`config.mk`:
```
export PLATFORM = sky130hd
export DESIGN_NAME = simd_lane_drain
export DESIGN_NICKNAME = d
export VERILOG_FILES = /design/src/rtl/simd_pkg.sv /design/src/rtl/simd_lane_mux.sv /design/src/rtl/simd_lane_drain.sv
export SDC_FILE = /design/constraint.sdc
export NUM_CORES = 1
export LEC_CHECK = 0
export CORE_MARGIN = 5
export CORE_UTILIZATION = 42
export CTS_CLUSTER_SIZE = 16
export DETAILED_ROUTE_END_ITERATION = 10
export PLACE_DENSITY = 0.88
export SYNTH_ARGS = -nofsm -noshare
export SYNTH_HDL_FRONTEND = slang
export SYNTH_SLANG_ARGS = --single-unit
```
`constraint.sdc`:
```
create_clock -name clk -period 2.2 [get_ports clk]
set_clock_uncertainty 0.2 [all_clocks]
set_input_delay 0.55 -clock clk [delete_from_list [all_inputs] [get_ports clk]]
set_output_delay 0.55 -clock clk [all_outputs]
set_load 0.05 [all_outputs]
```
`src/rtl/simd_pkg.sv`:
```
// Shared encodings, state enum and capture record for the SIMD lane drain.
package simd_pkg;

  localparam logic [1:0] W8   = 2'b00;
  localparam logic [1:0] W16  = 2'b01;
  localparam logic [1:0] W32  = 2'b10;
  localparam logic [1:0] WRSV = 2'b11;

  typedef enum logic {IDLE = 1'b0, DRAIN = 1'b1} state_t;

  typedef struct packed {
    logic [31:0] result;
    logic [1:0]  width;
    logic        saturate;
    logic [3:0]  overflow;
`ifdef SIMD_DRAIN_CARRY_EN
    logic [3:0]  carry;
`endif
  } cap_t;

  function automatic logic [2:0] lane_count(input logic [1:0] w);
    case (w)
      W8:      lane_count = 3'd4;
      W16:     lane_count = 3'd2;
      default: lane_count = 3'd1;
    endcase
  endfunction

endpackage

```
`src/rtl/simd_lane_mux.sv`:
```
// Combinational lane selector: picks one lane of the captured result, extends it,
// and selects the matching per-slice flags. Carry path exists only with SIMD_DRAIN_CARRY_EN.
module simd_lane_mux
  import simd_pkg::*;
#(
  parameter int SIGN_EXT = 1
) (
  input  logic [31:0] result,
  input  logic [3:0]  overflow,
  input  logic [1:0]  width,
  input  logic [1:0]  lane,
  output logic [31:0] lane_data,
  output logic        lane_ovf,
  output logic        lane_last
`ifdef SIMD_DRAIN_CARRY_EN
  ,
  input  logic [3:0]  carry,
  output logic        lane_carry
`endif
);

  logic [7:0]  b8;
  logic [15:0] h16;
  logic [1:0]  sel;

  always_comb begin
    b8        = result[{lane, 3'b000} +: 8];
    h16       = lane[0] ? result[31:16] : result[15:0];
    lane_data = result;
    sel       = 2'd3;
    case (width)
      W8: begin
        sel       = lane;
        lane_data = (SIGN_EXT != 0) ? {{24{b8[7]}}, b8} : {24'h0, b8};
      end
      W16: begin
        // 16-bit lanes report the flag of their upper byte slice
        sel       = {lane[0], 1'b1};
        lane_data = (SIGN_EXT != 0) ? {{16{h16[15]}}, h16} : {16'h0, h16};
      end
      default: ;
    endcase
    lane_ovf  = overflow[sel];
    lane_last = ({1'b0, lane} == (lane_count(width) - 3'd1));
  end

`ifdef SIMD_DRAIN_CARRY_EN
  assign lane_carry = carry[sel];
`endif

endmodule

```
`src/rtl/simd_lane_drain.sv`:
```
// Captures one packed SIMD result and streams it out lane by lane with a
// sticky saturation-event counter. Optional out_carry under SIMD_DRAIN_CARRY_EN.
module simd_lane_drain
  import simd_pkg::*;
#(
  parameter int SIGN_EXT = 1,
  parameter int CNT_W    = 8
) (
  input  logic             clk,
  input  logic             rst_n,
  input  logic             in_valid,
  output logic             in_ready,
  input  logic [31:0]      result,
  input  logic [1:0]       width,
  input  logic             saturate,
  input  logic [3:0]       overflow,
  input  logic [3:0]       carry_out,
  output logic             out_valid,
  input  logic             out_ready,
  output logic [31:0]      out_data,
  output logic [1:0]       out_lane,
  output logic             out_last,
  output logic             out_ovf,
`ifdef SIMD_DRAIN_CARRY_EN
  output logic             out_carry,
`endif
  input  logic             sat_clr,
  output logic [CNT_W-1:0] sat_count,
  output logic             width_err
);

  state_t     state_q, state_d;
  logic [1:0] lane_q, lane_d;
  cap_t       cap_q;
  logic       capture, accept;

`ifndef SIMD_DRAIN_CARRY_EN
  logic unused_carry;
  assign unused_carry = ^carry_out;
`endif

  assign out_valid = (state_q == DRAIN);
  assign out_lane  = lane_q;
  assign accept    = out_valid & out_ready;

  always_comb begin
    state_d  = state_q;
    lane_d   = lane_q;
    in_ready = (state_q == IDLE) | (accept & out_last);
    capture  = in_valid & in_ready;
    if (capture) begin
      state_d = DRAIN;
      lane_d  = 2'd0;
    end else if (accept & out_last) begin
      state_d = IDLE;
      lane_d  = 2'd0;
    end else if (accept) begin
      lane_d  = lane_q + 2'd1;
    end
  end

  always_ff @(posedge clk or negedge rst_n) begin
    if (!rst_n) begin
      state_q <= IDLE;
      lane_q  <= 2'd0;
    end else begin
      state_q <= state_d;
      lane_q  <= lane_d;
    end
  end

  // Reserved width is folded to 1x32 at capture so the mux never sees it
  always_ff @(posedge clk or negedge rst_n) begin
    if (!rst_n) begin
      cap_q <= '0;
    end else if (capture) begin
      cap_q.result   <= result;
      cap_q.width    <= (width == WRSV) ? W32 : width;
      cap_q.saturate <= saturate;
      cap_q.overflow <= overflow;
`ifdef SIMD_DRAIN_CARRY_EN
      cap_q.carry    <= carry_out;
`endif
    end
  end

  always_ff @(posedge clk or negedge rst_n) begin
    if (!rst_n) begin
      sat_count <= '0;
      width_err <= 1'b0;
    end else if (sat_clr) begin
      sat_count <= '0;
      width_err <= 1'b0;
    end else begin
      if (accept & out_ovf & cap_q.saturate & (sat_count != {CNT_W{1'b1}}))
        sat_count <= sat_count + 1'b1;
      if (capture & (width == WRSV))
        width_err <= 1'b1;
    end
  end

  simd_lane_mux #(.SIGN_EXT(SIGN_EXT)) u_mux (
    .result    (cap_q.result),
    .overflow  (cap_q.overflow),
    .width     (cap_q.width),
    .lane      (lane_q),
    .lane_data (out_data),
    .lane_ovf  (out_ovf),
    .lane_last (out_last)
`ifdef SIMD_DRAIN_CARRY_EN
    ,
    .carry     (cap_q.carry),
    .lane_carry(out_carry)
`endif
  );

endmodule

```
; ---- Yosys cells after proc, flatten, opt, wreduce, memory -nomap -nowiden
; Index checks and enable logic that the tools add are counted.
[totals]
latch_bits = 0
romBits = 0
ram_bits = 0
regBits = 51
n_memories = 0
[op_classes]
bitwise_logic = 9
eq_ne = 4
magnitude_cmp = 1
div = 0
multipliers = 0
n_reduce_logical = 5
n_shift = 1
addsub = 3
n_mux = 16
[ops]
columns = op, n
row1 = $pmux W32 S2, 1
row2 = $shiftx A32 B6 Y8, 1
row3 = $mux W16, 1
row4 = $mux W8, 2
row5 = $add A8 B1 Y8 const B, 1
row6 = $mux W2, 4
row7 = $ne A8 B8 Y1 const B, 1
row8 = $and A1 B1 Y1, 7
row9 = $pmux W3 S2, 1
row10 = $reduce_bool A2 Y1, 3
row11 = $mux W1, 5
row12 = $pmux W2 S2, 1
row13 = $eq A2 B3 Y1, 1
row14 = $lt A2 B3 Y1 const B, 1
row15 = $reduce_bool A3 Y1, 1
row16 = $sub A3 B1 Y3 const B, 1
row17 = $add A2 B1 Y2 const B, 1
row18 = $bmux W1 S2, 1
row19 = $eq A2 B1 Y1 const B, 1
row20 = $eq A2 B2 Y1 const B, 1
row21 = $logic_not A2 Y1, 1
row22 = $not A1 Y1, 1
row23 = $or A1 B1 Y1, 1

; ---- Logic depth before layout (Yosys ltp)
; Gate-level depths: netlist (run 1).
[logic_depth]
word_depth = 10
depth_mapped = 8
mapped_depth_nobuf = 7

; ---- Cells and area by module
; Synthesis (run 1) repeated with hierarchy kept, for this count alone.
[unflattened]
hier_cells = 264
area_unflattened_um2 = 3113.0
[by_module_without_submodules]
columns = mod, seq_area_each_um2, area_per_inst_um2, n_inst, cells_per_inst
row1 = simd_lane_drain, 1276.2, 2203.4, 1, 153
row2 = simd_lane_mux, 0.0, 909.6, 1, 111

; ---- Worst setup path before layout (run 1)
; No wires, ideal clock.
[synth_timing]
path_kind = register to output
startpoint = reg lane_q[0], in the netlist out_lane[0]
endpoint = out out_data[12]
stages_incl_launch_ff = 7
arrival_ps = 2084
slack_ps = -634
required_ps = 1450
path_cell_list = dfrtp_1 buf_4 nor2b_1 buf_2 nand2_1 o21ai_0 a221o_1
[synth_between]
elab_chain_len = 2
word_cells_on_any_way = 3
cone_classes = shift (1) / mux (2)
[synth_rtl]
columns = item, line
row1 = from (decl), simd_lane_drain.sv:33  ; logic [1:0] lane_q, lane_d;
row2 = from (signal assigned), simd_lane_drain.sv:68  ; lane_q <= lane_d;
row3 = $shiftx A32 B6 Y8 / $mux W16 (equally long branches), "simd_lane_mux.sv:27, simd_lane_mux.sv:28"
row4 = $pmux W32 S2 (*), simd_lane_mux.sv:31  ; case (width)
row5 = to (decl), simd_lane_drain.sv:20  ; output logic [31:0] out_data,
; Mark *: on every way between the ends. The rest lies on a longest branch, timed or not.

; ---- Final worst setup path (run 1)
[layout_timing]
startpoint = reg lane_q[1], in the netlist out_lane[1]
endpoint = out out_data[19]
[layout_between]
elab_chain_len = 2
[layout_rtl]
columns = item, line
row1 = $shiftx A32 B6 Y8, simd_lane_mux.sv:27  ; b8 = result[{lane, 3'b000} +: 8];
row2 = $pmux W32 S2, simd_lane_mux.sv:31
; No other way between the ends.

==> results_dict.tcl, run 1 <==
set metrics [dict create \
    syn_nets 326 \
    insertion_delay_ns 0.32 \
    synthAdderAreaFrac_pct 1.22 \
    avgViaCountPerCell 5.85 \
    grt.overflow.total 0 \
    insertedDiodeCount 0 \
    finalNonFillerCells 513 \
    hp-class "in -> async" \
    grt_use_total_pct 22.8 \
    rows 30 \
    hold_buffers 0 \
    die_width_um 94.0 \
    antenna_found_initial 0 \
    fmax_mhz 361 \
    maxSlewHeadroom_pct 69.9 \
    max_cap_violations 0 \
    setup_viol 82 \
    gp_congestion 0.808 \
    hold_violations 4 \
    drive_above_1_share_pct 58.5 \
    min_period_ns 2.77 \
    die_h_um 94.0 \
    vias 3001 \
    clk_pin_slew_ns 0.10 \
    multi_input_area_um2 1860 \
    syn_inst 276 \
    rsz0062_at_grt "true" \
    htree_levels 2 \
    status "finished, violations left" \
    synth_simple_gate_area_share_pct 10.4 \
    synthArstFlopShare_pct 100 \
    path_class "reg -> out" \
    root_buffer "clkbuf_8" \
    synth_compound_area_share_pct 17.6 \
    syn_area_per_cell_um2 10.7 \
    dieArea_um2 8830 \
    cts_buffers 5 \
    dp_hpwl_mm 6.25 \
    synth_seq_cells 51 \
    start_kind "flop" \
    num-fill-cells 398 \
    critPathCaptureType "output port" \
    synth_edf_count 0 \
    io_buffers 90 \
    critPathMaxFanout 14 \
    crit_required_ns 1.45 \
    ys_seq_area_share_pct 43.1 \
    grt_start_max_net_pins 52 \
    yosysWarnings 0 \
    violations "hold timing, setup timing" \
    cts_tree "yes" \
    synth.distinct_cells 46 \
    routedWlPerCell_um 23.2 \
    fin_crit_sh_pct 126 \
    area_growth_pct 78.6 \
    synth_xor_area_share_pct 0.591 \
    clock-sinks 51 \
    cp.arrival_ns 2.02 \
    initial_core_util_pct 43.4 \
    synth_top_family_by_area "multiplexers" \
    grt_pass1_wl_mm 15.6 \
    ant_nets 0 \
    cts_buffer_depth 2 \
    io_pins 95 \
    pre_cts_ws_ns -0.364 \
    hold_ws_ns -0.00677 \
    synth_area_um2 2960 \
    worst_slew_pin_slew_ns 0.450 \
    drc_errors 0 \
    route.final.wire_length_mm 11.9 \
    synthMuxAreaShare_pct 21.5 \
    final-seq-area_um2 1280 \
    layout_setup_ws_ns -0.573 \
    finalNetCount 466 \
    drt-initial-drc-count 179 \
    synth_ff_type "dfrtp_1" \
    first_pass_iters 5 \
    first_global_vias 3011 \
    fin_util_pct 77.5 \
    post-place-cells 475 \
    final-max-slew-violation-count 0 \
    core_um2 6830 \
]
per-stage QoR:
stage / cell area (µm²) / TNS (ns)
after global placement: 4450 / -16.91
after global routing: 5290 / -27.68
after detailed placement: 4450 / -18.56
after floorplan: 3100 / -19.12
after CTS: 4960 / -18.37
final: 5290 / -23.22
final timing paths:
kind	from	endpoint	slack, ns	cells past startpoint
worst max-delay path	out_lane[1]$_DFFE_PN0P_	out_data[19]	-0.57	6
worst min-delay path	rst_n	sat_count[0]$_DFFE_PN0P_	-0.007	2
worst max register to register	out_lane[1]$_DFFE_PN0P_	sat_count[4]$_DFFE_PN0P_	-0.38	11
worst min register to register	cap_q[0]$_DFFE_PN0N_	cap_q[0]$_DFFE_PN0N_	0.32	1
max in group asynchronous	rst_n	out_lane[0]$_DFFE_PN0P_	1.54	2
min in group clk	cap_q[0]$_DFFE_PN0N_	cap_q[0]$_DFFE_PN0N_	0.32	1
what timing repair did:
item / 4_1_cts / 5_1_grt
cloned: 2 / 5
setup buffers: 16 / 13
resized for setup: 63 / 51
endpoints found under the setup margin: 81 / 81
pin swaps: 23 / 31
sequential cells by signal, indices dropped and copies added (netlist names):
register   flops
sat_count      8
out_valid      1
cap_q         39
width_err      1
out_lane       2
cells in the mapped netlist (all sizes together), types with 2 or more instances:
cell type | n | area, µm²
mux2 | 38 | 428
nor2 | 9 | 33.8
o31ai | 2 | 28.8
a221o | 8 | 80.1
a21o | 18 | 135
clkbuf | 6 | 22.5
nand3 | 5 | 25.0
a21oi | 5 | 25.0
ha | 2 | 25.0
a22oi | 7 | 52.6
nand2b | 2 | 12.5
inv | 17 | 63.8
o21ai | 20 | 100
mux2i | 3 | 30.0
dfrtp | 51 | 1280
a41oi | 2 | 17.5
o211ai | 2 | 15.0
buf | 13 | 78.8
mux4 | 8 | 180
or3 | 4 | 25.0
nand4 | 2 | 18.8
nand2 | 34 | 128
routing by layer:
metal,track usage [%],vias to the layer above,share of wire [%]
li1,-,1285,-
met1,27.0,1515,36
met2,40.7,161,52
met3,4.09,40,7.5
met4,8.66,0,4.0
met5,0,-,0
cell usage in the layout (no fill, tap or decap), types with 2 or more instances in the layout:
cell type,Yosys,routed
nand2_4,0,6
o21ai_1,0,4
nor2_1,9,6
dfrtp_2,0,3
nand2_2,0,9
nand2b_1,2,2
nand2_1,34,18
or3_1,4,2
nand3_1,5,5
mux2_4,0,2
a41oi_1,2,2
buf_6,1,18
mux2i_1,3,3
inv_1,17,17
mux4_2,8,8
a221o_2,0,8
a21o_4,0,6
mux2_2,37,36
a21oi_1,5,2
o211ai_1,2,2
a22oi_2,0,6
buf_4,4,42
a21o_2,0,11
a21oi_2,0,3
clkbuf_8,0,5
o21ai_2,0,8
or3_4,0,2
buf_12,0,30
o21ai_0,20,8
buf_8,0,14
dfrtp_1,51,48
nor2_4,0,2
clkdlybuf4s50_1,0,41
clkbuf_16,0,3
worst max-delay path, stage by stage (launching register included):
cell and delay (ns):
dfrtp_2 0.42, mux4_2 0.54, nor2_2 0.13, a211oi_2 0.07, buf_12 0.17, a21o_2 0.22, buf_12 0.15
cell families after synthesis:
group / Yosys count
mux: 49
fa+ha+maj: 3
buf+inv: 36
flops: 51
simple gates: 65
compound gates: 70
xor+xnor: 2
area by class of cell:
| cell class | count | share of cell area (%) |
|---|---|---|
| inverters | 17 | 1.21 |
| repair buffers | 152 | 35.7 |
| multi-input cells | 189 | 35.1 |
| flip-flops and latches | 51 | 24.2 |
| clock inverters | 2 | 0.236 |
| clock buffers | 6 | 1.37 |
| well taps | 96 | 2.27 |
Power of run 1 is left out: the tool's default activity adds up to more than one toggle a clock period on the data nets, which glitch-free logic cannot reach.
==> run 2: changes to the inputs <==
Settings changed: CAP_MARGIN set to 20, SETUP_SLACK_MARGIN set to 0.3.
==> run 2 against run 1 <==
Net effect:
- the flow finishes with violations (setup timing)
- die area did not move
- critical path depth decreased by 1
- cell count grew 2.3%
- critical endpoint is now out_data[10]
- sequential share of layout area is 0.34 points lower
- first-iteration DRC count increased by 22%
- wire length rose by 10%
- fmax is 1.4% lower
- via count rose by 8.9%
- largest cell class unchanged
==> results_dict.tcl, run 2 (synthesis results as in run 1) <==
set metrics [dict create \
    clock-sinks 51 \
    cp_slowest_cell "mux4_2" \
    fin_util_pct 78.6 \
    multi_input_area_um2 1730 \
    die_h_um 94.0 \
    grt.overflow.total 0 \
    root_buffer "clkbuf_8" \
    cp_top_family "multiplexers" \
    rows 30 \
    io_pins 95 \
    path_class "reg -> out" \
    insertion_delay_ns 0.31 \
    num-fill-cells 355 \
    die_width_um 94.0 \
    mostFrequentLayoutCell "dfrtp_1" \
    drc_errors 0 \
    vias 3268 \
    min_period_ns 2.81 \
    first_global_vias 3277 \
    gp_congestion 0.856 \
    htree_levels 2 \
    cp_cell_sequence "mux4_2 -> and2_4 -> buf_6 -> a221o_2 -> buf_8" \
    setup_viol 82 \
    hold_violations 0 \
    antenna_found_initial 0 \
    violations "setup timing" \
    initial_core_util_pct 43.4 \
    grt_pass1_wl_mm 19.0 \
    critPathMaxFanout 8 \
    maxSlewHeadroom_pct 70.4 \
    final_cell_mix "48 x dfrtp_1, 43 x buf_4, 42 x clkdlybuf4s50_1" \
    dieArea_um2 8830 \
    final-seq-area_um2 1280 \
    fin_crit_sh_pct 128 \
    placed_area_um2 4440 \
    route.final.wire_length_mm 13.1 \
    dp_hpwl_mm 6.37 \
    cp.arrival_ns 2.06 \
    cts_tree "yes" \
    regMostFlops "cap_q" \
    final-max-slew-violation-count 0 \
    cts_buffer_depth 2 \
    clk_pin_slew_ns 0.10 \
    area_growth_pct 81.2 \
    grt_use_total_pct 28.3 \
    crit_required_ns 1.45 \
    routedWlPerCell_um 24.9 \
    fmax_mhz 356 \
    max_cap_violations 0 \
    post-place-cells 478 \
    cts_buffers 5 \
    core_um2 6830 \
    drt-initial-drc-count 219 \
    critical-path-max-stage-delay_ns 0.53 \
    path_buf_inv 2 \
    finalNetCount 478 \
    first_pass_iters 5 \
    insertedDiodeCount 0 \
    largest_reg_flops 39 \
    finalNonFillerCells 525 \
    drive_above_1_share_pct 55.7 \
    avgViaCountPerCell 6.22 \
    grt_start_max_net_pins 31 \
    critPathCaptureType "output port" \
    io_buffers 90 \
    status "finished, violations left" \
    layout_setup_ws_ns -0.612 \
    ant_nets 0 \
    fin_area_um2 5370 \
    rsz0062_at_grt "true" \
    hp-class "reg -> reg" \
    start_kind "flop" \
    worst_slew_pin_slew_ns 0.442 \
]
-- run 2: cell count changes in the layout (fill, tap and decap cells not counted), moves of 5 or more --
cell	previous run	this run
buf_6	18	29
buf_16	1	7
nand2_2	9	15
nand2_4	6	0
o21ai_2	8	2
a22oi_1	1	6
a22oi_2	6	1
-- run 2: metal layers --
layer	part of all wire [%]	track usage (%)	wire length, µm
met1	35	35.2	4590
met5	0	0	0
met2	50	48.1	6520
met3	9.8	6.65	1280
met4	5.4	9.75	706
-- run 2: timing repair --
item                                    4_1_cts  5_1_grt
endpoints found under the setup margin       84       88
setup buffers                                26        3
endpoints found under the hold margin         2        0
cloned                                        9        0
pin swaps                                    10       10
hold buffers                                  1        0
resized for setup                            73       24
-- run 2: cell type report --
cell class	instances	share of cell area, %
sequential	51	23.8
clock buffer	6	1.54
multi-input combinational	189	32.3
timing repair buffer	164	38.2
inverter	17	1.19
clock inverter	2	0.723
tap	96	2.24
-- run 2: per-stage QoR --
step	TNS (ns)	hold slack, ns	worst slack [ns]
finish	-31.71	0.331	-0.612
global placement	-16.40	0.152	-0.296
detailed placement	-19.13	0.153	-0.352
global route	-35.53	0.345	-0.652
floorplan	-19.12	0.0544	-0.331
CTS	-24.69	0.331	-0.563
-- run 2: tightest hold or removal path: stages (launching register included) --
cell     delay, ns
dfrtp_1       0.37
a41oi_1       0.05
nor2_1        0.08
-- run 2: path summary, 6_finish.rpt --
kind	startpoint	slack (ns)	cells past startpoint	to
worst max register to register	cap_q[6]$_DFFE_PN0N_	-0.36	9	cap_q[12]$_DFFE_PN0N_
max in group asynchronous	rst_n	0.82	3	out_lane[0]$_DFFE_PN0P_
min in group asynchronous	rst_n	0.36	2	sat_count[1]$_DFFE_PN0P_
worst min register to register	width_err$_DFFE_PN0P_	0.33	2	width_err$_DFFE_PN0P_
worst max-delay path	out_lane[1]$_DFFE_PN0P_	-0.61	5	out_data[10]
worst min-delay path	width_err$_DFFE_PN0P_	0.33	2	width_err$_DFFE_PN0P_
Power of run 2 is left out for the same reason.
==> run 3: changes to the inputs <==
Settings changed: ABC_AREA set to 1, PLACE_DENSITY 0.88 to 0.77.
==> run 3 against run 2 <==
Net effect:
- die area about the same
- the run still ends with setup timing left
- first-iteration DRC count up 69%
- worst hold slack worse by 0.32 ns
- largest cell class unchanged
- register-to-register slack worse by 0.06 ns
==> results_dict.tcl, run 3 <==
set metrics [dict create \
    status "finished, violations left" \
    violations "setup timing" \
    cp_cell_sequence "bufbuf_16 -> nand3_4 -> clkinvlp_4 -> nand2_1 -> o211ai_1 -> buf_12" \
    synth.distinct_cells 30 \
    synth_seq_cells 51 \
    num-fill-cells 334 \
    setup_viol 75 \
    yosysWarnings 0 \
    rsz0062_at_grt "true" \
    cts_tree "yes" \
    die_h_um 94.0 \
    grt_pass1_wl_mm 20.0 \
    path_class "reg -> out" \
    cts_buffers 5 \
    io_pins 95 \
    regMostFlops "cap_q" \
    synth_xor_area_share_pct 1.18 \
    hp-class "in -> async" \
    layout_setup_ws_ns -0.539 \
    gp_congestion 0.886 \
    cts_buffer_depth 2 \
    cp.arrival_ns 1.99 \
    critical-path-max-stage-delay_ns 0.50 \
    fin_crit_sh_pct 125 \
    synth_top_family_by_area "simple AND/OR/NAND/NOR gates" \
    synth_top_area_share_pct 43.0 \
    syn_nets 451 \
    grt_start_max_net_pins 24 \
    syn_inst 401 \
    synth_ff_type "dfrtp_1" \
    die_width_um 94.0 \
    max_cap_violations 0 \
    antenna_found_initial 0 \
    hold_violations 0 \
    dp_hpwl_mm 7.00 \
    start_kind "flop" \
    area_growth_pct 95.4 \
    insertion_delay_ns 0.32 \
    initial_core_util_pct 43.4 \
    mostFrequentLayoutCell "nand2_1" \
    critPathMaxFanout 10 \
    drc_errors 0 \
    final-max-slew-violation-count 0 \
    synthTopCellsByArea "dfrtp_1 43%, nand2_1 18%, o21ai_0 7.9%" \
    dieArea_um2 8840 \
    grt.overflow.total 0 \
    synthMuxAreaShare_pct 0 \
    drt-initial-drc-count 371 \
    crit_required_ns 1.45 \
    cp_slowest_cell "dfrtp_2" \
    synth_compound_area_share_pct 17.1 \
    synth_commonest_cells "144 x nand2_1, 51 x dfrtp_1, 47 x o21ai_0, 42 x inv_1, 20 x nand3_1" \
    core_um2 6830 \
    synthAdderAreaFrac_pct 0.844 \
    ys_seq_area_share_pct 43.0 \
    routedWlPerCell_um 22.7 \
    synth_simple_gate_area_share_pct 27.3 \
    min_period_ns 2.74 \
    io_buffers 90 \
    vias 3838 \
    synth_area_um2 2970 \
    yosys.area.top_type "dfrtp_1" \
    finalNetCount 593 \
    first_pass_iters 5 \
    ant_nets 0 \
    avgViaCountPerCell 6.01 \
    first_global_vias 3750 \
    clk_pin_slew_ns 0.10 \
    syn_area_per_cell_um2 7.39 \
    grt_use_total_pct 29.7 \
    clock-sinks 51 \
    route.final.wire_length_mm 14.5 \
    worst_slew_pin_slew_ns 0.580 \
    largest_reg_flops 39 \
    maxSlewHeadroom_pct 61.3 \
    final_cell_mix "106 x nand2_1, 44 x dfrtp_1, 41 x clkdlybuf4s50_1" \
    synth_most_common_cell "nand2_1" \
    htree_levels 2 \
    rows 30 \
    pre_cts_ws_ns -0.0740 \
    synth_edf_count 0 \
    insertedDiodeCount 0 \
    root_buffer "clkbuf_8" \
    finalNonFillerCells 639 \
    synthArstFlopShare_pct 100 \
    post-place-cells 598 \
    drive_above_1_share_pct 39.8 \
    fmax_mhz 365 \
    critPathCaptureType "output port" \
]
==> run 3: cell types whose count changed after synthesis, moves of 7 or more <==
cell / before / now
o221ai_1: 0 / 7
nand4_1: 1 / 8
nand2_1: 34 / 144
a21o_1: 18 / 0
a22oi_1: 7 / 0
nand3_1: 5 / 20
inv_1: 17 / 42
o211ai_1: 2 / 9
o21ai_0: 20 / 47
a221o_1: 8 / 0
mux2_2: 37 / 0
a21oi_1: 5 / 17
mux4_2: 8 / 0
==> run 3: per-stage QoR <==
step | setup TNS, ns | hold slack [ns] | instance area, µm² | util, %
finish | -25.08 | 0.0115 | 5790 | 84.8
global route | -28.25 | 0.0331 | 5790 | 84.8
CTS | -15.29 | 0.0291 | 5620 | 82.2
detailed placement | -1.16 | 0.273 | 4760 | 69.7
global placement | -0.449 | 0.268 | 4760 | 69.7
floorplan | -3.54 | 0.0544 | 3360 | -
==> run 3: timing repair <==
item	CTS	global route
gates resized for setup	86	37
cloned	10	1
setup buffers	20	3
hold buffers	0	0
pin swaps	4	12
setup endpoints to repair	76	85
==> run 3: worst paths after layout <==
path / from / to / slack [ns] / cells after the start
worst min register to register: width_err$_DFFE_PN0P_ / width_err$_DFFE_PN0P_ / 0.33 / 2
worst min-delay path: rst_n / cap_q[34]$_DFFE_PN0N_ / 0.01 / 1
max in group asynchronous: rst_n / out_valid$_DFFE_PN0P_ / 1.22 / 2
min in group clk: width_err$_DFFE_PN0P_ / width_err$_DFFE_PN0P_ / 0.33 / 2
worst max register to register: out_lane[0]$_DFFE_PN0P_ / cap_q[15]$_DFFE_PN0N_ / -0.42 / 13
worst max-delay path: out_lane[0]$_DFFE_PN0P_ / out_data[3] / -0.54 / 6
==> run 3: kinds of logic (layout without fill, tap and decap cells) <==
family	count (synthesis)	after routing
flops	51	51
compound gates	87	87
buf+inv	66	208
fa+ha+maj	2	2
simple gates	191	191
xor+xnor	4	4
==> run 3: critical path, delay by kind of cell, from the launching register on <==
kind / cells / cell delay, ns
buffers and inverters: 3 / 0.73
AOI/OAI and AO/OA: 1 / 0.15
and+or+nand+nor: 2 / 0.28
DFF: 1 / 0.50
==> run 3: area by class of cell <==
| class | count | area [µm²] | share of cell area (%) |
|---|---|---|---|
| well taps | 96 | 120 | 2.07 |
| flip-flops and latches | 51 | 1280 | 22.2 |
| clock buffers | 7 | 76.3 | 1.32 |
| inverters | 47 | 211 | 3.65 |
| multi-input cells | 284 | 1970 | 34.0 |
| repair buffers | 154 | 2130 | 36.8 |
==> run 3: layer usage <==
layer	wire, µm	up-vias	track usage [%]
li1	-	1597	-
met1	5460	1848	35.4
met2	6910	306	49.9
met3	1300	87	6.73
met4	858	0	15.3
met5	0	-	0
Power of run 3 is left out for the same reason.
